<file path="src/rtl/ifu_if.sv">
// Fetch-side bus bundle: stall vector, branch redirect, IF/ID payload and the
// instruction SRAM read port, seen from the fetch unit (master) or its peers (slave).
interface ifu_if;
  localparam int STALL_BUS   = 6;
  localparam int BR_WD       = 33;
  localparam int IF_TO_ID_WD = 33;

  logic [STALL_BUS-1:0]   stall;
  logic [BR_WD-1:0]       br_bus;
  logic [IF_TO_ID_WD-1:0] if_to_id_bus;
  logic                   inst_sram_en;
  logic [3:0]             inst_sram_wen;
  logic [31:0]            inst_sram_addr;
  logic [31:0]            inst_sram_wdata;
  logic [31:0]            inst_sram_rdata;
  logic [31:0]            id_inst;
  logic [31:0]            fetch_cnt;

  modport master (
    input  stall, br_bus, inst_sram_rdata,
    output if_to_id_bus, inst_sram_en, inst_sram_wen, inst_sram_addr,
           inst_sram_wdata, id_inst, fetch_cnt
  );

  modport slave (
    output stall, br_bus, inst_sram_rdata,
    input  if_to_id_bus, inst_sram_en, inst_sram_wen, inst_sram_addr,
           inst_sram_wdata, id_inst, fetch_cnt
  );
endinterface

</file>
<file path="src/rtl/ifu.sv">
// Instruction fetch unit: owns the PC, drives the instruction SRAM read port,
// applies branch redirects and keeps redirects/fetched words alive across stalls.
module ifu (
  input  logic clk,
  input  logic rst,
  ifu_if.master bus
);
  typedef enum logic [1:0] {
    IDLE    = 2'd0,
    RUN     = 2'd1,
    STALLED = 2'd2
  } state_t;

  localparam logic        STOP     = 1'b1;
  localparam logic        NO_STOP  = 1'b0;
  localparam logic [31:0] RESET_PC = 32'hbfbf_fffc;

  state_t      state;
  logic [31:0] pc;
  logic        ce;
  logic        pend_valid;
  logic [31:0] pend_addr;
  logic        hold_valid;
  logic [31:0] hold_inst;
  logic [31:0] fetch_cnt;

  logic        br_e;
  logic [31:0] br_addr;
  logic        pc_stall;
  logic        id_stall;
  logic        unused_stall;

  assign br_e         = bus.br_bus[32];
  assign br_addr      = bus.br_bus[31:0];
  assign pc_stall     = bus.stall[0];
  assign id_stall     = bus.stall[1];
  assign unused_stall = ^bus.stall[bus.STALL_BUS-1:2];

  always_ff @(posedge clk) begin
    if (rst) begin
      state      <= IDLE;
      pc         <= RESET_PC;
      ce         <= 1'b0;
      pend_valid <= 1'b0;
      pend_addr  <= '0;
      hold_valid <= 1'b0;
      hold_inst  <= '0;
      fetch_cnt  <= '0;
    end else begin
      case (state)
        IDLE:    state <= RUN;
        RUN:     if (pc_stall == STOP) state <= STALLED;
        STALLED: if (pc_stall == NO_STOP) state <= RUN;
        default: state <= IDLE;
      endcase

      // A live branch outranks a redirect parked during an earlier stall.
      if (pc_stall == NO_STOP) begin
        if (br_e) begin
          pc <= br_addr;
        end else if (pend_valid) begin
          pc <= pend_addr;
        end else begin
          pc <= pc + 32'd4;
        end
        pend_valid <= 1'b0;
        ce         <= 1'b1;
        if (ce) begin
          fetch_cnt <= fetch_cnt + 32'd1;
        end
      end else if (br_e) begin
        pend_addr  <= br_addr;
        pend_valid <= 1'b1;
      end

      // Capture only the first stalled word; later SRAM data belongs to newer fetches.
      if (id_stall == STOP) begin
        if (!hold_valid) begin
          hold_inst  <= bus.inst_sram_rdata;
          hold_valid <= 1'b1;
        end
      end else begin
        hold_valid <= 1'b0;
      end
    end
  end

  assign bus.if_to_id_bus    = {ce, pc};
  assign bus.inst_sram_en    = ce;
  assign bus.inst_sram_wen   = 4'b0;
  assign bus.inst_sram_addr  = pc;
  assign bus.inst_sram_wdata = '0;
  assign bus.id_inst         = hold_valid ? hold_inst : bus.inst_sram_rdata;
  assign bus.fetch_cnt       = fetch_cnt;
endmodule

</file>
<file path="src/flat_wrapper.sv">
// flat-port wrapper written by rule: the top's interface ports become plain ports
module ifu_flat 
  (clk, rst, bus_stall, bus_br_bus, bus_inst_sram_rdata, bus_if_to_id_bus, bus_inst_sram_en, bus_inst_sram_wen, bus_inst_sram_addr, bus_inst_sram_wdata, bus_id_inst, bus_fetch_cnt);
  ifu_if bus_i ();
  input  logic clk;
  input  logic rst;
  input wire logic [$bits(bus_i.stall)-1:0] bus_stall;
  input wire logic [$bits(bus_i.br_bus)-1:0] bus_br_bus;
  input wire logic [$bits(bus_i.inst_sram_rdata)-1:0] bus_inst_sram_rdata;
  output wire logic [$bits(bus_i.if_to_id_bus)-1:0] bus_if_to_id_bus;
  output wire logic [$bits(bus_i.inst_sram_en)-1:0] bus_inst_sram_en;
  output wire logic [$bits(bus_i.inst_sram_wen)-1:0] bus_inst_sram_wen;
  output wire logic [$bits(bus_i.inst_sram_addr)-1:0] bus_inst_sram_addr;
  output wire logic [$bits(bus_i.inst_sram_wdata)-1:0] bus_inst_sram_wdata;
  output wire logic [$bits(bus_i.id_inst)-1:0] bus_id_inst;
  output wire logic [$bits(bus_i.fetch_cnt)-1:0] bus_fetch_cnt;
  assign bus_i.stall = bus_stall;
  assign bus_i.br_bus = bus_br_bus;
  assign bus_i.inst_sram_rdata = bus_inst_sram_rdata;
  assign bus_if_to_id_bus = bus_i.if_to_id_bus;
  assign bus_inst_sram_en = bus_i.inst_sram_en;
  assign bus_inst_sram_wen = bus_i.inst_sram_wen;
  assign bus_inst_sram_addr = bus_i.inst_sram_addr;
  assign bus_inst_sram_wdata = bus_i.inst_sram_wdata;
  assign bus_id_inst = bus_i.id_inst;
  assign bus_fetch_cnt = bus_i.fetch_cnt;
  ifu u_core (.clk(clk), .rst(rst), .bus(bus_i));
endmodule
</file>
<file path="config.mk">
export PLATFORM = sky130hd
export DESIGN_NAME = ifu_flat
export DESIGN_NICKNAME = d
export VERILOG_FILES = /design/src/rtl/ifu_if.sv /design/src/rtl/ifu.sv /design/src/flat_wrapper.sv
export SDC_FILE = /design/constraint.sdc
export NUM_CORES = 1
export LEC_CHECK = 0
export BUFFER_PORTS_ARGS = -buffer_cell sky130_fd_sc_hd__buf_2
export CAP_MARGIN = 10
export CORE_UTILIZATION = 55
export DETAILED_ROUTE_END_ITERATION = 10
export PLACE_DENSITY = 0.9
export SLEW_MARGIN = 5
export SYNTH_ARGS = -nofsm -noshare
export SYNTH_HDL_FRONTEND = slang
export SYNTH_SLANG_ARGS = --single-unit
</file>
<file path="constraint.sdc">
create_clock -name clk -period 5 [get_ports clk]
set_input_delay 0.25 -clock clk [delete_from_list [all_inputs] [get_ports clk]]
set_output_delay 0.25 -clock clk [all_outputs]
set_load 0.01 [all_outputs]
</file>
### Word level (Yosys, flattened, before mapping)

Index checks and enable logic that the tools add are counted.

* add/sub/neg operators: 2
* mux-type cells: 4
* bitwise logic cells: 1
* reduce and logical (&&, ||, !) cells: 3

Operator list (number)
* $mux 32: 3
* $add 32x1->32 const B: 1
* $add 32x3->32 const B: 1
* $reduce_and 2->1: 2
* $reduce_or 2->1: 1
* $mux 1: 1
* $not 1->1: 1

* register bits: 131
* input port bits: 73
* output and inout bits: 166
* logic and storage cells: 17

### Logic depth before layout (Yosys ltp)

Gate-level depths: netlist (run 1).

* depth in word-level cells: 3
* depth in mapped cells: 7
* gate-level depth less buffers: 5

### Worst setup path before layout (run 1)

Ideal clock, no wire load.

* kind: register -> register
* start point: register u_core.fetch_cnt[0] (netlist: u_core.bus.fetch_cnt[0])
* end point: register u_core.fetch_cnt[24] (netlist: u_core.bus.fetch_cnt[24])
* setup time: 70 ps
* data arrival time: 1647 ps
* data required time: 4930 ps
* setup slack: 3282 ps
* cell stages (with the launch flop): 7
* buffers on the path: 1
* clock period less this slack: 1718 ps
* path through: dfxtp_1 -> ha_1 -> and2_2 -> nand4_4 -> buf_6 -> or4_1 -> a21oi_1

* word-level cells in the longest chain between the ends: 1

Ends and longest elaborated chain
* start: declaration: line ifu.sv:25 `logic [31:0] fetch_cnt;`
* start signal: assignment: line ifu.sv:69 `fetch_cnt <= fetch_cnt + 32'd1;`
* $add 32x1->32: line ifu.sv:69

Every way passes these cells.
A chain may end at the register's enable or synchronous reset.

### Worst setup path after layout (run 1)

* start point: register u_core.ce (netlist: u_core.bus.inst_sram_en)
* end point: register u_core.fetch_cnt[29] (netlist: u_core.bus.fetch_cnt[29])

* word-level cells in the longest chain between the ends: 1

Ends and longest elaborated chain
* start: declaration: line ifu.sv:20 `logic ce;`
* start signal: assignment: line ifu.sv:43 `ce <= 1'b0;`
* start signal: assignment: line ifu.sv:67 `ce <= 1'b1;`
* $reduce_and 2->1 (no source line)

Every way passes these cells.

==> reports/results.tsv, run 1 <==
metric	value	unit
sequential share of power	39.9	%
fill count	989	
syn_area_per_cell	8.37	um2
largest net degree at the start of global routing	63	
largest family of logic cells by synthesized area	simple AND/OR/NAND/NOR gates	
router iterations before antenna repair	5	
peak supply drop	0.182	mV
RSZ-0062 raised after global routing	false	
CP cell instances	and4b_1 > nand4_1 > nor4_1 > mux2_2	
Synthesis Warnings	0	
Routed Antenna Nets	0	
Clk Latency, worst-skew pair	0.42	ns
Rel. slew slack	21.0	%
first-pass GRT wire length	29100	um
Die ar.	0.0133	mm2
Nets	1043	
CP bufs+invs	0	
Yosys reg bits	131	
async set or reset register ratio after synthesis	0	%
initial antenna violation count	1	
Synth Area in XOR/XNOR	1.37	%
Synth Flop Type	dfxtp_1	
total CTS buffers	17	
starting density of the core	57.5	%
leakage power	3.59	nW
Row Count	40	
status	finished, final reports clean	
clk sink count	131	
Post-CTS Setup Bufs	0	
worst hold-check path type	in2reg	
Hold-fix buffers, CTS	0	
Die X	115	um
layout cells sized above 1	27.6	%
final hold slack	0.0829	ns
DRC	0	
deepest clock path buffer count	2	
P_sw	789	uW
CP max stage delay	0.62	ns
worst path required time	5.30	ns
Total GRT Usage	27.7	%
post-layout util	67.3	%
Synth area leader	dfxtp_1	
Routability Congestion	0.951	
Worst-Margin Slew	1.18	ns
CP arrival	2.75	ns
top-count cell post-synth	dfxtp_1	
Die Ht	115	um
H-tree levels	4	
slowest CP cell	nand4_1	
Routed WL per cell	16.2	um
minimum period implied by the final worst setup slack	2.45	ns
synthesized area	0.00705	mm2
compound-gate portion of the synthesized area	17.6	%
root buffer cell	clkbuf_16	
top-area cell type share of the netlist area	37.2	%
Net Sw Frac	27.0	%
top post-synthesis cells by area	dfxtp_1, buf_4, mux2_2, mux2i_1, a21oi_1	
max-slew violations	0	
sequential fraction of the synthesis area	37.2	%
CP Class	reg2reg	
simple-gate share of the synthesized area	20.8	%
CTS tree	built	
CP Launch Type	flop	
pre-CTS setup slack	2.46	ns
# IOs	239	
synthesized netlist cell count	842	
FMAX	408	MHz
Core Area	0.0123	mm2
post-cts resize count	0	
grt ovf	0	
Max-Cap Viols	0	
endpoints failing hold	0	
Crit Path Max Fanout	20	
Post-DP HPWL	12700	um
Yosys cell types	58	
multiplexer area fraction after synthesis	10.4	%
Reg area	0.00262	mm2
routed wire length	18700	um
Crit. End Element	flop	
Iteration-0 DRC Markers	581	
vias in the first global route	5977	
IO Port Bufs	198	
area of the multi-input gates	0.00370	mm2
Pint	2.14	mW
number of synthesized flops with an enable pin	0	
Post-synth top cells	dfxtp_1, nand2_1, a21oi_1	
Top delay family on crit path	simple AND/OR/NAND/NOR gates	
Combinational Power Share	15.5	%
Via density	5.94	
Worst-path clk slew	0.06	ns
Setup TNS	0	ns
DR vias	6832	
Final Setup Violations	0	
adder-cell share of the synthesized area	0.355	%
setup ws final	2.55	ns
clock share of power	44.5	%
PwrDens	355	mW/mm2
clk_skew	0.00771	ns
area delta synth->final	17.1	%
fin crit share	49.0	%
## final timing paths
check	start	end	slack [ns]	depth (start not counted)
worst max-delay path	u_core.bus.inst_sram_en$_SDFFE_PP0N_	u_core.bus.fetch_cnt[29]$_SDFFE_PP0P_	2.55	4
worst max register to register	u_core.bus.inst_sram_en$_SDFFE_PP0N_	u_core.bus.fetch_cnt[29]$_SDFFE_PP0P_	2.55	4
worst min-delay path	bus_br_bus[13]	u_core.pend_addr[13]$_SDFFE_PP0P_	0.08	3
worst min register to register	u_core.pend_addr[1]$_SDFFE_PP0P_	u_core.pend_addr[1]$_SDFFE_PP0P_	0.45	2
## power groups by stage
stage	combinational (mW)	sequential, mW	clock [mW]
after floorplan	0.347	1.18	0
after global placement	0.437	1.18	0
after detailed placement	0.446	1.19	0
after CTS	0.449	1.17	1.31
after global routing	0.496	1.18	1.37
final	0.455	1.17	1.30
## worst reg2reg max path, stage by stage, from the launching register on
cell and delay [ns]:
dfxtp_1 0.44, and4b_1 0.45, nand4_1 0.63, nor4_1 0.45, mux2_2 0.37
## layout make-up
cell class                      instances  share of cell area [%]
Multi-Input combinational cell        596                    44.8
Sequential cell                       131                    31.8
Timing Repair Buffer                  202                    12.4
Clock buffer                           23                    5.67
Tap cell                              168                    2.55
Clock inverter                          9                    1.85
Inverter                               20                   0.910
Antenna cell                            1                  0.0303
## per-layer routing
layer / vias up / GRT usage, % / wire length (um)
met3: 57 / 5.69 / 1380
li1: 3205 / - / -
met2: 363 / 44.6 / 8990
met5: - / 0 / 0
met1: 3207 / 35.4 / 7710
met4: 0 / 13.7 / 565
## metrics by stage
| step | instances | total power [mW] | cell area (um2) |
|---|---|---|---|
| global placement | 1117 | 1.62 | 7630 |
| global route | 1150 | 3.04 | 8250 |
| floorplan | 877 | 1.52 | 7180 |
| CTS | 1149 | 2.93 | 8250 |
| detailed placement | 1117 | 1.63 | 7630 |
| finish | 1150 | 2.93 | 8250 |
## cell families after synthesis
logic type,count (synthesis)
AOI/OAI and AO/OA,185
xor gates and xnor gates,11
adders and majority gates,2
buffers and inverters,150
DFF,131
muxes,69
other,1
and+or+nand+nor,293
## cells in the final DEF, fill, tap and decap left out, types with 5 or more instances in the layout
| cell type | Yosys | final |
|---|---|---|
| a221oi_1 | 12 | 12 |
| nand4_1 | 25 | 25 |
| mux2_2 | 33 | 33 |
| a311oi_1 | 9 | 9 |
| a221o_1 | 12 | 12 |
| and4_1 | 8 | 8 |
| or4_1 | 10 | 10 |
| conb_1 | 1 | 36 |
| buf_2 | 20 | 197 |
| nor4_1 | 11 | 11 |
| and2_1 | 5 | 5 |
| o22ai_1 | 10 | 10 |
| or3_1 | 8 | 8 |
| a2bb2oi_1 | 7 | 7 |
| dfxtp_1 | 131 | 131 |
| o31ai_1 | 12 | 12 |
| a21oi_1 | 70 | 70 |
| xor2_1 | 9 | 9 |
| clkbuf_16 | 0 | 17 |
| nor2_1 | 65 | 65 |
| and3_1 | 11 | 11 |
| nand2_1 | 93 | 93 |
| nor3_1 | 15 | 15 |
| buf_4 | 69 | 5 |
| o21ai_0 | 21 | 21 |
| mux2i_1 | 36 | 36 |
| inv_1 | 20 | 20 |
| nand3_1 | 22 | 22 |
## registers in the layout (all words and copies together) (netlist names)
signal                     count
u_core.pend_addr              32
u_core.bus.fetch_cnt          32
u_core.bus.inst_sram_en        1
u_core.bus.inst_sram_addr     32
u_core.hold_valid              1
u_core.pend_valid              1
u_core.hold_inst              32
Note: power is estimated with default switching activity, not from simulation.
==> run 2, diff against run 1 <==
CORE_UTILIZATION = 46   (was 55)
PLACE_DENSITY = 0.81   (was 0.9)
clock period = 2.17 ns   (was 5 ns; I/O delays follow)
==> reports/results.tsv, run 2 (same netlist as run 1, synthesis figures left out) <==
metric	value	unit	change
Total GRT Usage	24.4	%	was 27.7%
Iteration-0 DRC Markers	548		was 581
Clk Latency, worst-skew pair	0.42	ns	about the same
vias in the first global route	6418		was 5977
routing usage on met2	40.5	%	was 44.6%
CTS tree	built		unchanged
Setup TNS	0	ns	unchanged
Routability Congestion	0.848		was 0.951
sequential share of power	40.6	%	was 39.9%
area post-placement	0.00784	mm2	was 0.00763 mm2
Die ar.	0.0158	mm2	was 0.0133 mm2
Routed WL per cell	15.8	um	was 16.2 um
DRC	0		unchanged
clock share of power	41.9	%	was 44.5%
# IOs	239		unchanged
minimum period implied by the final worst setup slack	1.88	ns	was 2.45 ns
worst hold-check path type	in2reg		unchanged
Net Sw Frac	28.3	%	was 27.0%
endpoints failing hold	0		unchanged
P_sw	1.86	mW	was 789 uW
Worst-Margin Slew	0.856	ns	was 1.18 ns
layout cells sized above 1	28.5	%	was 27.6%
leakage power	3.82	nW	was 3.59 nW
deepest clock path buffer count	2		unchanged
DR vias	6870		was 6832
area delta synth->final	23.7	%	was 17.1%
worst path required time	2.52	ns	was 5.30 ns
CP arrival	2.23	ns	was 2.75 ns
Most Crowded Layer GR	met2		unchanged
Post-Layout Cell Count	1218		was 1150
H-tree levels	4		unchanged
routed wire length	19300	um	was 18700 um
fin crit share	86.6	%	was 49.0%
total CTS buffers	17		unchanged
RSZ-0062 raised after global routing	false		unchanged
status	finished, final reports clean		unchanged
Pint	4.72	mW	was 2.14 mW
Crit Path Max Fanout	20		unchanged
Rel. slew slack	42.9	%	was 21.0%
Nets	1097		was 1043
Final Setup Violations	0		unchanged
peak supply drop	0.528	mV	was 0.182 mV
grt ovf	0		unchanged
first-pass GRT wire length	31200	um	was 29100 um
Max-Cap Viols	0		unchanged
setup ws final	0.291	ns	was 2.55 ns
Die Ht	126	um	was 115 um
pre-CTS setup slack	0.268	ns	was 2.46 ns
Core Area	0.0148	mm2	was 0.0123 mm2
CP Class	reg2reg		unchanged
final hold slack	0.0621	ns	was 0.0829 ns
most common cell after layout, fill and taps aside	buf_2		unchanged
starting density of the core	47.8	%	was 57.5%
clk sink count	131		unchanged
Combinational Power Share	17.6	%	was 15.5%
Crit. End Element	flop		unchanged
Worst-path clk slew	0.06	ns	about the same
Die X	126	um	was 115 um
CP Launch Type	flop		unchanged
Routed Antenna Nets	0		unchanged
FMAX	532	MHz	was 408 MHz
Diodes inserted	0		was 1
met3 usage	4.67	%	was 5.69%
PwrDens	755	mW/mm2	was 355 mW/mm2
dpl cells	1155		was 1117
router iterations before antenna repair	5		unchanged
met1 usage	30.6	%	was 35.4%
Final Cell Area	0.00872	mm2	was 0.00825 mm2
clk_skew	0.00924	ns	was 0.00771 ns
Row Count	44		was 40
initial antenna violation count	0		was 1
max-slew violations	0		unchanged
IO Port Bufs	198		unchanged
Via density	5.64		was 5.94
most frequent cells in the layout	buf_2, dfxtp_1, nand2_1		unchanged
root buffer cell	clkbuf_16		unchanged
largest net degree at the start of global routing	56		was 63
Post-DP HPWL	13200	um	was 12700 um
[run 2: cell types whose count changed in the layout (fill, tap and decap cells not counted), moves of 2 or more]
cell           delta
clkbuf_1          -2
clkinv_2          +4
buf_12            +2
dlygate4sd3_1    +32
buf_4            +20
bufinv_16         -2
[run 2: layout make-up]
| type | count | area [um2] |
|---|---|---|
| tap | 184 | 230 |
| clock buffer | 20 | 447 |
| inverter | 20 | 75.1 |
| timing repair buffer | 256 | 1530 |
| fill | 1267 | 6040 |
| sequential | 131 | 2620 |
| clock inverter | 11 | 113 |
| multi-input combinational | 596 | 3700 |
[run 2: path summary, 6_finish.rpt]
kind,slack (ns),start,endpoint,cells after the start
setup / recovery,0.29,u_core.bus.fetch_cnt[0]$_SDFFE_PP0P_,u_core.bus.fetch_cnt[22]$_SDFFE_PP0P_,5
hold / removal,0.06,rst,u_core.bus.fetch_cnt[4]$_SDFFE_PP0P_,2
setup reg to reg,0.29,u_core.bus.fetch_cnt[0]$_SDFFE_PP0P_,u_core.bus.fetch_cnt[22]$_SDFFE_PP0P_,5
hold reg to reg,0.45,u_core.pend_addr[7]$_SDFFE_PP0P_,u_core.pend_addr[7]$_SDFFE_PP0P_,2
[run 2: metrics by stage]
stage / total power [mW] / util [%]
after floorplan: 3.51 / -
after global placement: 3.78 / 53.1
after detailed placement: 3.80 / 53.1
after CTS: 6.59 / 59.1
after global routing: 6.85 / 59.1
final: 6.58 / 59.1
[run 2: power by group through the flow]
stage / sequential [mW] / clock, mW / combinational, mW
2_1_floorplan: 2.71 / 0 / 0.801
3_3_place_gp: 2.71 / 0 / 1.07
3_5_place_dp: 2.72 / 0 / 1.09
4_1_cts: 2.67 / 2.78 / 1.14
5_1_grt: 2.69 / 2.90 / 1.26
6_report: 2.67 / 2.76 / 1.16
[run 2: routing by layer]
metal | vias up | wire [um]
li1 | 3304 | -
met1 | 3165 | 8170
met2 | 326 | 9050
met3 | 75 | 1350
met4 | 0 | 684
met5 | - | 0
[run 2: critical path, cell delays in order, from the launching register on]
cell	delay, ns
dfxtp_1	0.40
ha_1	0.20
and2_2	0.21
nand4_4	0.26
or4_1	0.58
a21oi_1	0.16
[run 2: timing repair]
action | 4_1_cts | 5_1_grt
endpoints found under the hold margin | 32 | 0
endpoints found under the setup margin | 0 | 1
setup buffers | 0 | 0
resized for setup | 0 | 1
hold buffers | 32 | 0
==> run 3, diff against run 2 <==
CORE_UTILIZATION = 30   (was 46)
PLACE_DENSITY = 0.58   (was 0.81)
==> reports/results.tsv, run 3 (same netlist as run 1, synthesis figures left out) <==
metric	value	unit	change
minimum period implied by the final worst setup slack	1.89	ns	was 1.88 ns
DR vias	6812		was 6870
Die ar.	0.0241	mm2	was 0.0158 mm2
CP arrival	2.23	ns	about the same
Die X	155	um	was 126 um
grt ovf	0		unchanged
Routed WL per cell	15.2	um	was 15.8 um
P_sw	1.95	mW	was 1.86 mW
layout cells sized above 1	29.3	%	was 28.5%
max-slew violations	0		unchanged
worst hold-check path type	in2reg		unchanged
Net Sw Frac	28.6	%	was 28.3%
Final Setup Violations	0		unchanged
Nets	1106		was 1097
leakage power	3.88	nW	was 3.82 nW
initial antenna violation count	0		unchanged
CP Launch Type	flop		unchanged
Crit Path Max Fanout	20		unchanged
Worst-path clk slew	0.06	ns	about the same
largest net degree at the start of global routing	81		was 56
area delta synth->final	27.7	%	was 23.7%
most common cell after layout, fill and taps aside	buf_2		unchanged
Post-CTS Setup Bufs	0		unchanged
# IOs	239		unchanged
first-pass GRT wire length	32300	um	was 31200 um
Routed Antenna Nets	0		unchanged
CP Class	reg2reg		unchanged
most frequent cells in the layout	buf_2, dfxtp_1, nand2_1		unchanged
status	finished, final reports clean		unchanged
worst path required time	2.51	ns	was 2.52 ns
Max-Cap Viols	0		unchanged
total CTS buffers	17		unchanged
vias in the first global route	6081		was 6418
Combinational Power Share	17.6	%	about the same
Crit. End Element	flop		unchanged
Clk Latency, worst-skew pair	0.42	ns	about the same
Post-DP HPWL	14800	um	was 13200 um
root buffer cell	clkbuf_16		unchanged
router iterations before antenna repair	5		unchanged
Iteration-0 DRC Markers	378		was 548
peak supply drop	0.537	mV	was 0.528 mV
Rel. slew slack	43.3	%	was 42.9%
DRC	0		unchanged
RSZ-0062 raised after global routing	false		unchanged
Via density	5.02		was 5.64
sequential share of power	38.8	%	was 40.6%
CTS tree	built		unchanged
clock share of power	43.6	%	was 41.9%
Die Ht	155	um	was 126 um
Routability Congestion	0.849		was 0.848
Pint	4.88	mW	was 4.72 mW
clk_skew	0.0112	ns	was 0.00924 ns
Worst-Margin Slew	0.851	ns	was 0.856 ns
Row Count	55		was 44
Total GRT Usage	16.9	%	was 24.4%
Setup TNS	0	ns	unchanged
post-cts resize count	0		unchanged
clk sink count	131		unchanged
deepest clock path buffer count	2		unchanged
post-layout util	39.4	%	was 59.1%
Diodes inserted	0		unchanged
IO Port Bufs	198		unchanged
Hold-fix buffers, CTS	32		unchanged
fin crit share	87.1	%	was 86.6%
PwrDens	759	mW/mm2	was 755 mW/mm2
Core Area	0.0228	mm2	was 0.0148 mm2
endpoints failing hold	0		unchanged
routed wire length	20700	um	was 19300 um
FMAX	529	MHz	was 532 MHz
starting density of the core	30.8	%	was 47.8%
H-tree levels	4		unchanged
-- run 3: changes by cell type in the layout (fill, tap and decap cells not counted), sizes merged --
cell	delta
buf	+9
bufinv	+1
clkbuf	-2
clkinv	-2
clkinvlp	+1
inv	+3
-- run 3: power by group through the flow --
stage	Clock, mW	Sequential [mW]	Combinational (mW)
3_5_place_dp	0	2.71	1.15
6_report	2.98	2.65	1.20
5_1_grt	3.17	2.67	1.32
3_3_place_gp	0	2.70	1.14
2_1_floorplan	0	2.71	0.801
4_1_cts	3.06	2.65	1.20
-- run 3: final cells by class --
class	count	area, um2
Fill cell	2373	13800
Tap cell	313	392
Clock buffer	18	439
Multi-Input combinational cell	596	3700
Inverter	20	75.1
Clock inverter	14	178
Sequential cell	131	2620
Timing Repair Buffer	265	1600
-- run 3: metal layers --
metal,up-vias,global-route usage (%),share of wire [%]
met5,-,0,0
met4,0,5.60,1.5
met3,21,3.54,5.8
met2,247,26.8,47
met1,3217,22.8,46
li1,3327,-,-
-- run 3: metrics by stage --
| step | hold WS [ns] | power, mW | std cells | setup slack [ns] | cell area (um2) |
|---|---|---|---|---|---|
| finish | 0.0753 | 6.83 | 1357 | 0.279 | 9000 |
| global route | 0.0833 | 7.16 | 1357 | 0.0752 | 9000 |
| CTS | 0.0523 | 6.91 | 1357 | 0.270 | 9000 |
| detailed placement | 0.366 | 3.85 | 1293 | 0.310 | 8070 |
| global placement | 0.363 | 3.84 | 1293 | 0.324 | 8070 |
| floorplan | 0.244 | 3.51 | 877 | 0.452 | 7180 |
-- run 3: worst paths after layout --
kind | start | endpoint | slack [ns] | cells past startpoint
worst max-delay path | u_core.bus.fetch_cnt[0]$_SDFFE_PP0P_ | u_core.bus.fetch_cnt[30]$_SDFFE_PP0P_ | 0.28 | 5
worst min-delay path | bus_inst_sram_rdata[7] | u_core.hold_inst[7]$_SDFFE_PP0P_ | 0.08 | 4
worst max register to register | u_core.bus.fetch_cnt[0]$_SDFFE_PP0P_ | u_core.bus.fetch_cnt[30]$_SDFFE_PP0P_ | 0.28 | 5
worst min register to register | u_core.pend_addr[1]$_SDFFE_PP0P_ | u_core.pend_addr[1]$_SDFFE_PP0P_ | 0.45 | 2
-- run 3: critical path, cell delays in order, from the launching register on --
cell     delay (ns)
dfxtp_1        0.40
ha_1           0.22
and2_2         0.22
nand4_4        0.25
or4_1          0.57
a21oi_1        0.16
